===== src/rtl/rope_step_scheduler.sv =====
// rtl/rope_step_scheduler.sv - one rope simulation step: Verlet pulse, then ITERATIONS relaxation passes
// over every adjacent node pair through a shared solver, committing each result with a per-node fix enable.
module rope_step_scheduler #(
  parameter int NUM_NODES  = 8,
  parameter int ITERATIONS = 4,
  parameter int IDX_W      = 4,
  parameter int TIMEOUT    = 64
) (
  input  logic                 clk,
  input  logic                 reset,
  input  logic                 frame_tick,
  output logic                 verlet_state,
  output logic                 solver_start,
  output logic [IDX_W-1:0]     solver_idx_a,
  output logic [IDX_W-1:0]     solver_idx_b,
  input  logic                 solver_done,
  output logic                 fix_constraint_state,
  output logic [NUM_NODES-1:0] fix_en,
  output logic                 busy,
  output logic                 step_done,
  output logic                 overrun,
  output logic                 solver_error
);

  localparam int IT_W = $clog2(ITERATIONS) + 1;
  localparam int TM_W = $clog2(TIMEOUT) + 1;
  localparam logic [IDX_W-1:0]     LAST_SEG = IDX_W'(NUM_NODES - 2);
  localparam logic [IT_W-1:0]      LAST_IT  = IT_W'(ITERATIONS - 1);
  localparam logic [TM_W-1:0]      LAST_TM  = TM_W'(TIMEOUT - 1);
  localparam logic [NUM_NODES-1:0] PAIR     = NUM_NODES'(3);
  // Node 0 is the anchor and must never be rewritten.
  localparam logic [NUM_NODES-1:0] MOVABLE  = ~NUM_NODES'(1);

  typedef enum logic [2:0] {
    S_IDLE, S_VERLET, S_SOLVE_REQ, S_SOLVE_WAIT, S_FIX, S_NEXT, S_DONE
  } state_t;

  state_t               r_state, w_next;
  logic [IDX_W-1:0]     r_seg, w_seg_next;
  logic [IT_W-1:0]      r_iter, w_iter_next;
  logic [TM_W-1:0]      r_timer, w_timer_next;
  logic                 w_timeout;

  logic                 r_verlet, r_start, r_fix, r_busy, r_done, r_overrun, r_error;
  logic [IDX_W-1:0]     r_idx_a, r_idx_b;
  logic [NUM_NODES-1:0] r_fix_en;

  always_comb begin
    w_next       = r_state;
    w_seg_next   = r_seg;
    w_iter_next  = r_iter;
    w_timer_next = r_timer;
    w_timeout    = 1'b0;
    unique case (r_state)
      S_IDLE: if (frame_tick) w_next = S_VERLET;
      S_VERLET: begin
        w_seg_next  = '0;
        w_iter_next = '0;
        w_next      = S_SOLVE_REQ;
      end
      S_SOLVE_REQ: begin
        w_timer_next = '0;
        w_next       = S_SOLVE_WAIT;
      end
      S_SOLVE_WAIT: begin
        if (solver_done) begin
          w_next = S_FIX;
        end else if (r_timer == LAST_TM) begin
          w_timeout = 1'b1;
          w_next    = S_IDLE;
        end else begin
          w_timer_next = r_timer + 1'b1;
        end
      end
      S_FIX: w_next = S_NEXT;
      S_NEXT: begin
        if (r_seg == LAST_SEG) begin
          w_seg_next = '0;
          if (r_iter == LAST_IT) begin
            w_next = S_DONE;
          end else begin
            w_iter_next = r_iter + 1'b1;
            w_next      = S_SOLVE_REQ;
          end
        end else begin
          w_seg_next = r_seg + 1'b1;
          w_next     = S_SOLVE_REQ;
        end
      end
      S_DONE:  w_next = S_IDLE;
      default: w_next = S_IDLE;
    endcase
  end

  // Strobes are decoded from the next state so they line up with the state they belong to.
  always_ff @(posedge clk) begin
    if (reset) begin
      r_state   <= S_IDLE;
      r_seg     <= '0;
      r_iter    <= '0;
      r_timer   <= '0;
      r_verlet  <= 1'b0;
      r_start   <= 1'b0;
      r_fix     <= 1'b0;
      r_busy    <= 1'b0;
      r_done    <= 1'b0;
      r_overrun <= 1'b0;
      r_error   <= 1'b0;
      r_idx_a   <= '0;
      r_idx_b   <= '0;
      r_fix_en  <= '0;
    end else begin
      r_state  <= w_next;
      r_seg    <= w_seg_next;
      r_iter   <= w_iter_next;
      r_timer  <= w_timer_next;
      r_verlet <= (w_next == S_VERLET);
      r_start  <= (w_next == S_SOLVE_REQ);
      r_fix    <= (w_next == S_FIX);
      r_done   <= (w_next == S_DONE);
      r_busy   <= (w_next != S_IDLE);
      r_fix_en <= (w_next == S_FIX) ? ((PAIR << r_seg) & MOVABLE) : '0;
      if (w_next == S_SOLVE_REQ) begin
        r_idx_a <= w_seg_next;
        r_idx_b <= w_seg_next + 1'b1;
      end
      if (frame_tick && (r_state != S_IDLE)) r_overrun <= 1'b1;
      if (w_timeout) r_error <= 1'b1;
    end
  end

  assign verlet_state         = r_verlet;
  assign solver_start         = r_start;
  assign solver_idx_a         = r_idx_a;
  assign solver_idx_b         = r_idx_b;
  assign fix_constraint_state = r_fix;
  assign fix_en               = r_fix_en;
  assign busy                 = r_busy;
  assign step_done            = r_done;
  assign overrun              = r_overrun;
  assign solver_error         = r_error;

endmodule


===== config.mk =====
export PLATFORM = sky130hd
export DESIGN_NAME = rope_step_scheduler
export DESIGN_NICKNAME = d
export VERILOG_FILES = /design/src/rtl/rope_step_scheduler.sv
export SDC_FILE = /design/constraint.sdc
export NUM_CORES = 1
export LEC_CHECK = 0
export ABC_AREA = 1
export ABC_CLOCK_PERIOD_IN_PS = 1700
export BUFFER_PORTS_ARGS = -buffer_cell sky130_fd_sc_hd__clkbuf_2
export CORE_ASPECT_RATIO = 0.9
export CORE_MARGIN = 3
export CORE_UTILIZATION = 58
export CTS_BUF_LIST = sky130_fd_sc_hd__clkbuf_4 sky130_fd_sc_hd__clkbuf_8
export DETAILED_ROUTE_END_ITERATION = 16
export PLACE_DENSITY = 0.81
export SLEW_MARGIN = 20
export SYNTH_ARGS = -nofsm -noshare
export SYNTH_HDL_FRONTEND = slang
export SYNTH_SLANG_ARGS = --single-unit

===== constraint.sdc =====
create_clock -name clk -period 1.7 [get_ports clk]
set_input_delay 0.255 -clock clk [delete_from_list [all_inputs] [get_ports clk]]
set_output_delay 0.255 -clock clk [all_outputs]
set_load 0.03 [all_outputs]

==> impl_metrics.yaml, run 1 <==
run_status:
  status: "complete, no violations"
cts:
  post_cts_resized: 0
  cts_tree: "built"
  ctsRootBufferMaster: "clkbuf_4"
  cts.sinks: 39
  hold_buffers: 0
  numCtsBuffers: 5
  h-tree-depth: 2
  clkTransAtPathRegs_ns: 0.11
  cts_buffer_depth: 2
  worst_skew_pair.late_latency_ns: 0.36
  cts_setup_buffers: 0
global_route:
  antenna_found_initial: 0
  grt_overflow: 0
  grt_pass1_vias: 1306
  grt_usage: 0.196
  grt_max_degree: 14
  grt_pass1_wl_um: 5590
timing:
  min_period_ns: 1.57
  fin_skew_ns: 0.00990
  fin_crit_sh: 0.926
  rsz0062_at_grt: "yes"
  finalSetupTns_ns: 0
  slew_violations: 0
  setup_viol: 0
  timing.fmax_mhz: 635
  finalHoldViolCount: 0
route:
  drt_drc_violations_left: 0
  wl_per_cell_um: 10.8
  drtIter0Drc: 35
  antenna_left: 0
  first_pass_iters: 4
  wl_um: 3110
  vias: 1415
  viasPerCell: 4.91
die:
  fp-row-count: 17
  io-pin-count: 27
  initial_core_util: 0.645
  die_h_um: 57.2
  core-area_um2: 2620
  die_area_um2: 3590
  fp.dieW_um: 62.9
logic_synthesis:
  ys_ff_latch: 39
  synth_area_per_cell_um2: 7.67
  synth.distinct_cells: 28
  synth_nets: 231
  yosysWarnings: 0
  syn-instance-count: 220
  syn-cell-area_um2: 1690
  ys_seq_area_frac: 0.463
pwr:
  leakage_nw: 0.918
  clkPwrFrac: 0.274
  switching_share: 0.299
  cellInternalPower_mw: 1.23
  power_mw: 1.76
  comb_power_share: 0.167
  powerDensity_nw_per_um2: 914
  ir_drop_mv: 0.836
  seqPwrFrac: 0.559
  p_switching_mw: 0.528
layout:
  final_util: 0.736
  fin_nets: 261
  syn_to_final_growth_pct: 14.2
  fin_area_um2: 1930
  n_antenna_cell: 0
  drive_gt1_frac: 0.216
setup_path:
  crit_arrival_ns: 1.83
  crit_required_ns: 1.95
  start_kind: "register"
  critPathKind: "reg2reg"
  cp-end-kind: "register"
  cp_max_fo: 5
place:
  placed_area_um2: 1850
  dpl.hpwl_um: 2300
  io_buffers: 25
  gp_congestion: 0.800
flow_run:
  drv_cap: 0
worst_hold_path:
  hp-class: "in2reg"
-- cell families (layout without fill, tap and decap cells) --
| logic type | count (synthesis) | after routing | share of synthesized area |
|---|---|---|---|
| compound gates | 28 | 28 | 0.0882 |
| xor+xnor | 2 | 2 | 0.0104 |
| fa+ha+maj | 7 | 7 | 0.0519 |
| buf+inv | 38 | 68 | 0.0934 |
| flops | 39 | 39 | 0.463 |
| other cells | 1 | 1 | 0.00222 |
| simple gates | 105 | 105 | 0.291 |
-- placed cells by master, fill, tap and decap left out, types with 2 or more instances in the layout --
master and count:
a21oi_1 19, buf_4 3, clkbuf_2 25, clkbuf_4 5, dfxtp_1 37, dfxtp_2 2
ha_1 7, inv_1 30, inv_2 2, nand2_1 46, nand2_2 2, nand3_1 13
nand3_2 3, nand4_1 4, nor2_1 25, nor2_2 3, nor2_4 4, nor3_1 2
o21ai_0 6, xnor2_1 2
-- layer usage --
metal / part of all wire / wire length (um) / up-vias / global-route usage
met2: 0.42 / 1320 / 31 / 0.295
met5: 0 / 0 / - / 0
li1: - / - / 752 / -
met3: 0.065 / 203 / 6 / 0.0709
met1: 0.49 / 1540 / 626 / 0.257
met4: 0.017 / 54 / 0 / 0.0755
-- stage by stage --
| step | hold WS (ns) | worst slack (ns) | instances |
|---|---|---|---|
| floorplan | 0.328 | 0.196 | 220 |
| global placement | 0.432 | 0.170 | 281 |
| detailed placement | 0.437 | 0.105 | 281 |
| CTS | 0.142 | 0.0873 | 288 |
| global route | 0.156 | -0.0139 | 288 |
| finish | 0.152 | 0.126 | 288 |
-- power groups by stage --
stage                     Clock (mW)  Combinational, mW  Sequential (mW)
after global routing           0.535              0.325            0.990
after floorplan                    0              0.169             1.06
final                          0.483              0.295            0.984
after detailed placement           0              0.283             1.01
after CTS                      0.493              0.287            0.985
after global placement             0              0.280             1.00
-- layout make-up --
cell class	instances	area (um2)
sequential	39	783
multi-input combinational	143	766
fill	213	689
timing repair buffer	28	148
inverter	33	126
clock buffer	6	51.3
tap	38	47.5
clock inverter	1	5.00
-- path summary, 6_finish.rpt --
check	end	depth (start not counted)	start	slack (ns)
worst max-delay path	solver_idx_b[2]	8	r_seg[0]	0.13
worst min-delay path	overrun	3	frame_tick	0.15
worst max register to register	solver_idx_b[2]	8	r_seg[0]	0.13
worst min register to register	r_timer[6]	2	r_timer[6]	0.45
-- synthesized netlist by cell type --
master | count | area share
nor2_4 | 3 | 0.020
dfxtp_1 | 39 | 0.46
conb_1 | 1 | 0.0022
buf_4 | 1 | 0.0044
o21ai_0 | 6 | 0.018
nor2_2 | 3 | 0.011
a21o_1 | 1 | 0.0044
nor3_2 | 1 | 0.0059
nor2_1 | 26 | 0.058
nand4_1 | 4 | 0.015
nor3_1 | 2 | 0.0059
ha_1 | 7 | 0.052
nand2_2 | 1 | 0.0037
nand3_1 | 13 | 0.039
nand2_1 | 47 | 0.10
inv_1 | 30 | 0.067
a31oi_1 | 1 | 0.0037
o211a_1 | 1 | 0.0059
buf_2 | 1 | 0.0030
xnor2_1 | 2 | 0.010
a21oi_1 | 19 | 0.056
nand3_2 | 3 | 0.018
inv_2 | 2 | 0.0044
nand3b_1 | 1 | 0.0044
clkbuf_1 | 2 | 0.0044
nand2_4 | 1 | 0.0067
buf_6 | 1 | 0.0067
inv_4 | 1 | 0.0037
-- registers in the layout (all words and copies together) (netlist names) --
name                  cells
fix_en                    7
r_timer                   7
r_seg                     4
solver_idx_a              4
solver_idx_b              4
r_iter                    3
r_state                   3
busy                      1
fix_constraint_state      1
overrun                   1
solver_error              1
solver_start              1
step_done                 1
verlet_state              1
-- critical path, stage by stage (launching register included) --
cell	delay, ns
dfxtp_2	0.36
inv_1	0.10
ha_1	0.17
nand3_2	0.11
nand3_1	0.14
nand2_1	0.12
ha_1	0.23
xnor2_1	0.16
a21oi_1	0.08
Note: power is estimated with default switching activity, not from simulation.
==> inputs of run 2 (changes only) <==
--- a/config.mk
+++ b/config.mk
@@ -6,7 +6,7 @@
 export NUM_CORES = 1
 export LEC_CHECK = 0
 export ABC_AREA = 1
-export ABC_CLOCK_PERIOD_IN_PS = 1700
+export ABC_CLOCK_PERIOD_IN_PS = 1600
 export BUFFER_PORTS_ARGS = -buffer_cell sky130_fd_sc_hd__clkbuf_2
 export CORE_ASPECT_RATIO = 0.9
 export CORE_MARGIN = 3
==> constraint.sdc (replaced) <==
create_clock -name clk -period 1.6 [get_ports clk]
set_input_delay 0.24 -clock clk [delete_from_list [all_inputs] [get_ports clk]]
set_output_delay 0.24 -clock clk [all_outputs]
set_load 0.03 [all_outputs]
==> run 2 against run 1 <==
Die area stayed put. Critical endpoint is now solver_idx_b[3]. Power up 11%. Largest cell class is now multi-input combinational cells. Largest power group unchanged. Core utilization increased by 3.5 points. Maximum frequency increased by 5.1%. Critical path depth up 3. Register-to-register slack lost 0.02 ns. Global-route usage down 0.89 points. Clock-buffer cell count increased by 1. First-iteration DRC count up 120%.
==> impl_metrics.yaml, run 2 (synthesized netlist as in run 1, its figures left out) <==
worst_hold_path:
  timing.hold.worst_path_depth: 3
  hp-start: "frame_tick"
  min_to: "overrun"
  hp-class: "in2reg"
die:
  core-area_um2: 2620
  die_h_um: 57.2
  fp-row-count: 17
  initial_core_util: 0.645
  fp.dieW_um: 62.9
  io-pin-count: 27
  die_area_um2: 3590
route:
  vias: 1480
  antenna_left: 0
  drtIter0Drc: 77
  first_pass_iters: 4
  wl_per_cell_um: 10.8
  drt_drc_violations_left: 0
  wl_um: 3170
  viasPerCell: 5.05
setup_path:
  start_kind: "register"
  reg2regPathDepth: 11
  crit_path_cell_trace: "inv_2 -> ha_1 -> nand3_2 -> inv_2 -> nor2_4 -> nand2_1 -> nand2_1 -> inv_1 -> nand2_1 -> nand2_1 -> a21oi_1"
  cp_max_fo: 4
  cpPeakStageDelay_ns: 0.36
  rrSetupSlack_ns: 0.10
  critPathKind: "reg2reg"
  crit_arrival_ns: 1.78
  setup.worst_path.start: "r_seg[0]"
  cp.buffers_inverters: 3
  cp-end-kind: "register"
  crit_required_ns: 1.89
  r2r-start: "r_seg[0]"
  crit_family: "simple AND/OR/NAND/NOR gates"
  slowest_stage: "dfxtp_2"
  crit_top_cell: "nand2_1"
  r2r-end: "solver_idx_b[3]"
timing:
  setup_ws_ns: 0.102
  setup_viol: 0
  fin_crit_sh: 0.936
  finalHoldViolCount: 0
  holdWs_ns: 0.145
  slew_violations: 0
  min_period_ns: 1.50
  timing.fmax_mhz: 668
  fin_skew_ns: 0.00986
pwr:
  powerDensity_nw_per_um2: 969
  leakage_nw: 0.943
  ir_drop_mv: 0.883
  power_mw: 1.96
place:
  gp_congestion: 0.833
  dpl_worst_slack_ns: 0.0329
  dpl.hpwl_um: 2240
  io_buffers: 25
cts:
  h-tree-depth: 2
  cts.sinks: 39
  ctsRootBufferMaster: "clkbuf_4"
  cts_tree: "built"
  cts_buffer_depth: 2
  numCtsBuffers: 5
  worst_skew_pair.late_latency_ns: 0.35
  clkTransAtPathRegs_ns: 0.12
  hold_buffers: 0
global_route:
  grt_overflow: 0
  grt_max_degree: 13
  antenna_found_initial: 0
  grt_pass1_vias: 1265
  grt_pass1_wl_um: 5440
  grt_usage: 0.187
layout:
  layout_commonest_cell: "nand2_1"
  fin_nets: 265
  final_cell_mix: "nand2_1 (43), dfxtp_1 (35), inv_1 (26), clkbuf_2 (25), nor2_1 (24)"
  syn_to_final_growth_pct: 19.6
  n_antenna_cell: 0
  drive_gt1_frac: 0.290
flow_run:
  drv_cap: 0
run_status:
  status: "complete, no violations"
[run 2: stage by stage]
stage / util / instance area, um2 / cells / setup TNS, ns
3_5_place_dp: 0.714 / 1870 / 283 / 0
5_1_grt: 0.771 / 2020 / 293 / -0.0793
3_3_place_gp: 0.714 / 1870 / 283 / 0
2_1_floorplan: - / 1690 / 220 / 0
6_report: 0.771 / 2020 / 293 / 0
4_1_cts: 0.742 / 1940 / 291 / 0
[run 2: tightest hold or removal path: stages]
cell	delay, ns
clkbuf_2	0.09
a21oi_1	0.06
nor2_1	0.08
[run 2: power breakdown]
part           switching (mW)  internal (mW)  leakage [nW]
combinational           0.228         0.0974         0.587
clock                   0.324          0.257        0.0375
sequential             0.0287           1.02         0.318
total                   0.581           1.37         0.943
[run 2: final cells by class]
cell class	instances	area, um2
multi-input combinational	143	808
sequential	39	786
fill	207	598
timing repair buffer	32	178
inverter	33	126
clock buffer	7	65.1
tap	38	47.5
clock inverter	1	7.51
[run 2: worst max path at each step]
stage / cells past startpoint / to / slack, ns
after global routing: 9 / r_iter[2] / -0.02
final: 11 / solver_idx_b[3] / 0.10
after CTS: 8 / solver_idx_b[2] / 0.05
after detailed placement: 7 / solver_idx_b[2] / 0.03
after global placement: 7 / solver_idx_b[2] / 0.1
after floorplan: 7 / solver_idx_b[2] / 0.1
[run 2: what timing repair did]
action	4_1_cts	5_1_grt
pin swaps	0	2
resized for setup	1	22
endpoints found under the setup margin	1	14
buffers inserted	0	2
[run 2: per-layer routing]
metal / GRT usage / vias to the layer above / share of wire
met1: 0.261 / 664 / 0.48
met2: 0.280 / 48 / 0.44
met5: 0 / - / 0
met4: 0.0755 / 0 / 0.016
met3: 0.0433 / 7 / 0.063
li1: - / 761 / -
==> inputs of run 3 (changes only) <==
--- a/config.mk
+++ b/config.mk
@@ -5,15 +5,16 @@
 export SDC_FILE = /design/constraint.sdc
 export NUM_CORES = 1
 export LEC_CHECK = 0
-export ABC_AREA = 1
 export ABC_CLOCK_PERIOD_IN_PS = 1600
 export BUFFER_PORTS_ARGS = -buffer_cell sky130_fd_sc_hd__clkbuf_2
+export CELL_PAD_IN_SITES_DETAIL_PLACEMENT = 1
+export CELL_PAD_IN_SITES_GLOBAL_PLACEMENT = 1
 export CORE_ASPECT_RATIO = 0.9
 export CORE_MARGIN = 3
-export CORE_UTILIZATION = 58
+export CORE_UTILIZATION = 30
 export CTS_BUF_LIST = sky130_fd_sc_hd__clkbuf_4 sky130_fd_sc_hd__clkbuf_8
 export DETAILED_ROUTE_END_ITERATION = 16
-export PLACE_DENSITY = 0.81
+export PLACE_DENSITY = 0.58
 export SLEW_MARGIN = 20
 export SYNTH_ARGS = -nofsm -noshare
 export SYNTH_HDL_FRONTEND = slang
==> run 3 against run 2 <==
The flow now finishes with violations (negative setup slack). Final cell count up 12%. Routed wire length up 59%. Non-clock buffer count up 36. Sequential cell count unchanged. Synthesized cell count down 10%. Power up 3.3%. Combinational power up 3%. Maximum frequency down 11%. Final area up 29%. Clock-buffer cell count down 1. Synthesized area up 3.6%. Setup slack worse by 0.18 ns. Critical endpoint is now fix_en[4].
==> impl_metrics.yaml, run 3 <==
logic_synthesis:
  synth_area_leader_cell: "dfxtp_1"
  syn-cell-area_um2: 1750
  synthTopCellsByCount: "dfxtp_1 (39), nor2_1 (27), nand2_1 (17)"
  synth_simple_gate_area_frac: 0.243
  ys_async_sr_fraction: 0
  yosysWarnings: 0
  muxShareOfSynthArea: 0.00573
  syn-instance-count: 197
  synth_nets: 208
  synth_edf_count: 0
  ys_seq_area_frac: 0.447
  ys.flop_type: "dfxtp_1"
  synthTopCellsByArea: "dfxtp_1 (45%), nor2_1 (5.8%), ha_1 (5.0%)"
  synth_top_family_by_area: "simple AND/OR/NAND/NOR gates"
  synth.distinct_cells: 45
  synth_top_cell_area_share: 0.447
  synth_compound_area_frac: 0.163
  synthAdderAreaFrac: 0.0501
  yosys.cell_count.top_type: "dfxtp_1"
  synth_area_per_cell_um2: 8.87
  synth_xor_area_frac: 0.0200
  ys_ff_latch: 39
cts:
  clkTransAtPathRegs_ns: 0.07
  hold_buffers: 0
  ctsRootBufferMaster: "clkbuf_8"
  cts_buffer_depth: 2
  numCtsBuffers: 5
  h-tree-depth: 2
  cts.sinks: 39
  cts_tree: "built"
  worst_skew_pair.late_latency_ns: 0.29
layout:
  final_cell_mix: "buf_4 (39), dfxtp_1 (32), clkbuf_2 (25), nor2_1 (24), nand2_1 (15)"
  syn_to_final_growth_pct: 48.9
  multiInputGateArea_um2: 1120
  fillers: 624
  n_antenna_cell: 0
  final_util: 0.478
  drive_gt1_frac: 0.498
  seq_area_um2: 792
  layout_commonest_cell: "buf_4"
  fin_nets: 272
global_route:
  grt_overflow: 0
  grt_max_degree: 14
  use_met1: 0.206
  grt_pass1_wl_um: 8390
  grt_pass1_vias: 1750
  grt_use_met2: 0.251
  antenna_found_initial: 0
  grt_usage: 0.155
  use_met3: 0.0325
  grt.busiest_layer: "met2"
pwr:
  cellInternalPower_mw: 1.46
  powerDensity_nw_per_um2: 776
  comb_power_share: 0.166
  switching_share: 0.278
  clkPwrFrac: 0.333
  p_switching_mw: 0.561
  ir_drop_mv: 0.463
  leakage_nw: 1.05
  seqPwrFrac: 0.501
worst_hold_path:
  timing.hold.worst_path_depth: 2
  hp-class: "in2reg"
route:
  antenna_left: 0
  viasPerCell: 4.95
  first_pass_iters: 4
  vias: 1623
  wl_um: 5050
  drt_drc_violations_left: 0
  drtIter0Drc: 56
  wl_per_cell_um: 15.4
die:
  core-area_um2: 5440
  die_area_um2: 6780
  die_h_um: 78.4
  fp-row-count: 25
  initial_core_util: 0.321
  io-pin-count: 27
  fp.dieW_um: 86.5
timing:
  setup_ws_ns: -0.0807
  holdWs_ns: 0.266
  finalHoldViolCount: 0
  setup_viol: 10
  slew_violations: 0
  rsz0062_at_grt: "yes"
  timing.fmax_mhz: 595
  min_period_ns: 1.68
  fin_skew_ns: 0.00971
  fin_crit_sh: 1.05
setup_path:
  start_kind: "register"
  cp_max_fo: 8
  r2r-start: "r_iter[0]"
  rrSetupSlack_ns: -0.08
  crit_required_ns: 1.79
  setup.worst_path.start: "r_iter[0]"
  critPathKind: "reg2reg"
  r2r-end: "fix_en[4]"
  cp-endpoint: "fix_en[4]"
  crit_arrival_ns: 1.87
  reg2regPathDepth: 7
  cp-end-kind: "register"
flow_run:
  drv_cap: 0
place:
  io_buffers: 25
  dpl.hpwl_um: 3630
  gp_congestion: 0.827
run_status:
  violations: "negative setup slack"
  status: "finished, violations left"
[run 3: power groups by stage]
stage	sequential, mW	clock, mW	combinational, mW
2_1_floorplan	1.07	0	0.132
3_3_place_gp	1.03	0	0.273
3_5_place_dp	1.04	0	0.284
4_1_cts	1.01	0.705	0.296
5_1_grt	1.02	0.759	0.361
6_report	1.01	0.673	0.335
[run 3: what timing repair did]
item,in CTS,in global routing
setup endpoints to repair,14,25
pin swaps,11,9
gates resized for setup,35,26
cloned,0,0
buffers inserted,4,1
[run 3: cell families (layout without fill, tap and decap cells)]
group                      count (synthesis)  after routing
xor gates and xnor gates                   4              4
AOI/OAI and AO/OA                         40             40
DFF                                       39             39
muxes                                      1              1
other                                      1              1
adders and majority gates                  7              7
and+or+nand+nor                           83             83
buffers and inverters                     22             86
[run 3: critical path, stage by stage (launching register included)]
cell,delay (ns)
dfxtp_2,0.34
ha_1,0.15
ha_2,0.17
inv_1,0.04
o21ai_1,0.15
a31oi_1,0.13
or2_4,0.34
nor4_4,0.27
[run 3: area by class of cell]
cell class	count	area share
multi-input cells	136	0.432
flip-flops and latches	39	0.304
repair buffers	68	0.181
well taps	67	0.0322
clock buffers	6	0.0317
inverters	11	0.0168
clock inverters	1	0.00192
[run 3: metrics by stage]
step / area (um2) / power, mW / worst slack, ns / instances / TNS (ns)
final: 2600 / 2.02 / -0.0807 / 328 / -0.422
after CTS: 2460 / 2.01 / -0.0826 / 327 / -0.109
after global routing: 2600 / 2.14 / -0.173 / 328 / -1.74
after global placement: 2180 / 1.31 / -0.0697 / 316 / -0.261
after floorplan: 1760 / 1.20 / 0.00102 / 197 / 0
after detailed placement: 2180 / 1.32 / -0.106 / 316 / -0.852
[run 3: routing by layer]
layer,share of wire,routed length [um]
met1,0.47,2350
met5,0,0
met4,0.0075,38
met3,0.030,149
met2,0.50,2510
[run 3: worst min path at each step]
| stage | from | endpoint | slack, ns |
|---|---|---|---|
| 2_1_floorplan | frame_tick | overrun | 0.38 |
| 3_3_place_gp | r_iter[2] | r_iter[2] | 0.44 |
| 3_5_place_dp | solver_idx_b[1] | solver_idx_b[1] | 0.45 |
| 4_1_cts | frame_tick | overrun | 0.24 |
| 5_1_grt | reset | r_state[0] | 0.27 |
| 6_report | reset | r_state[0] | 0.27 |
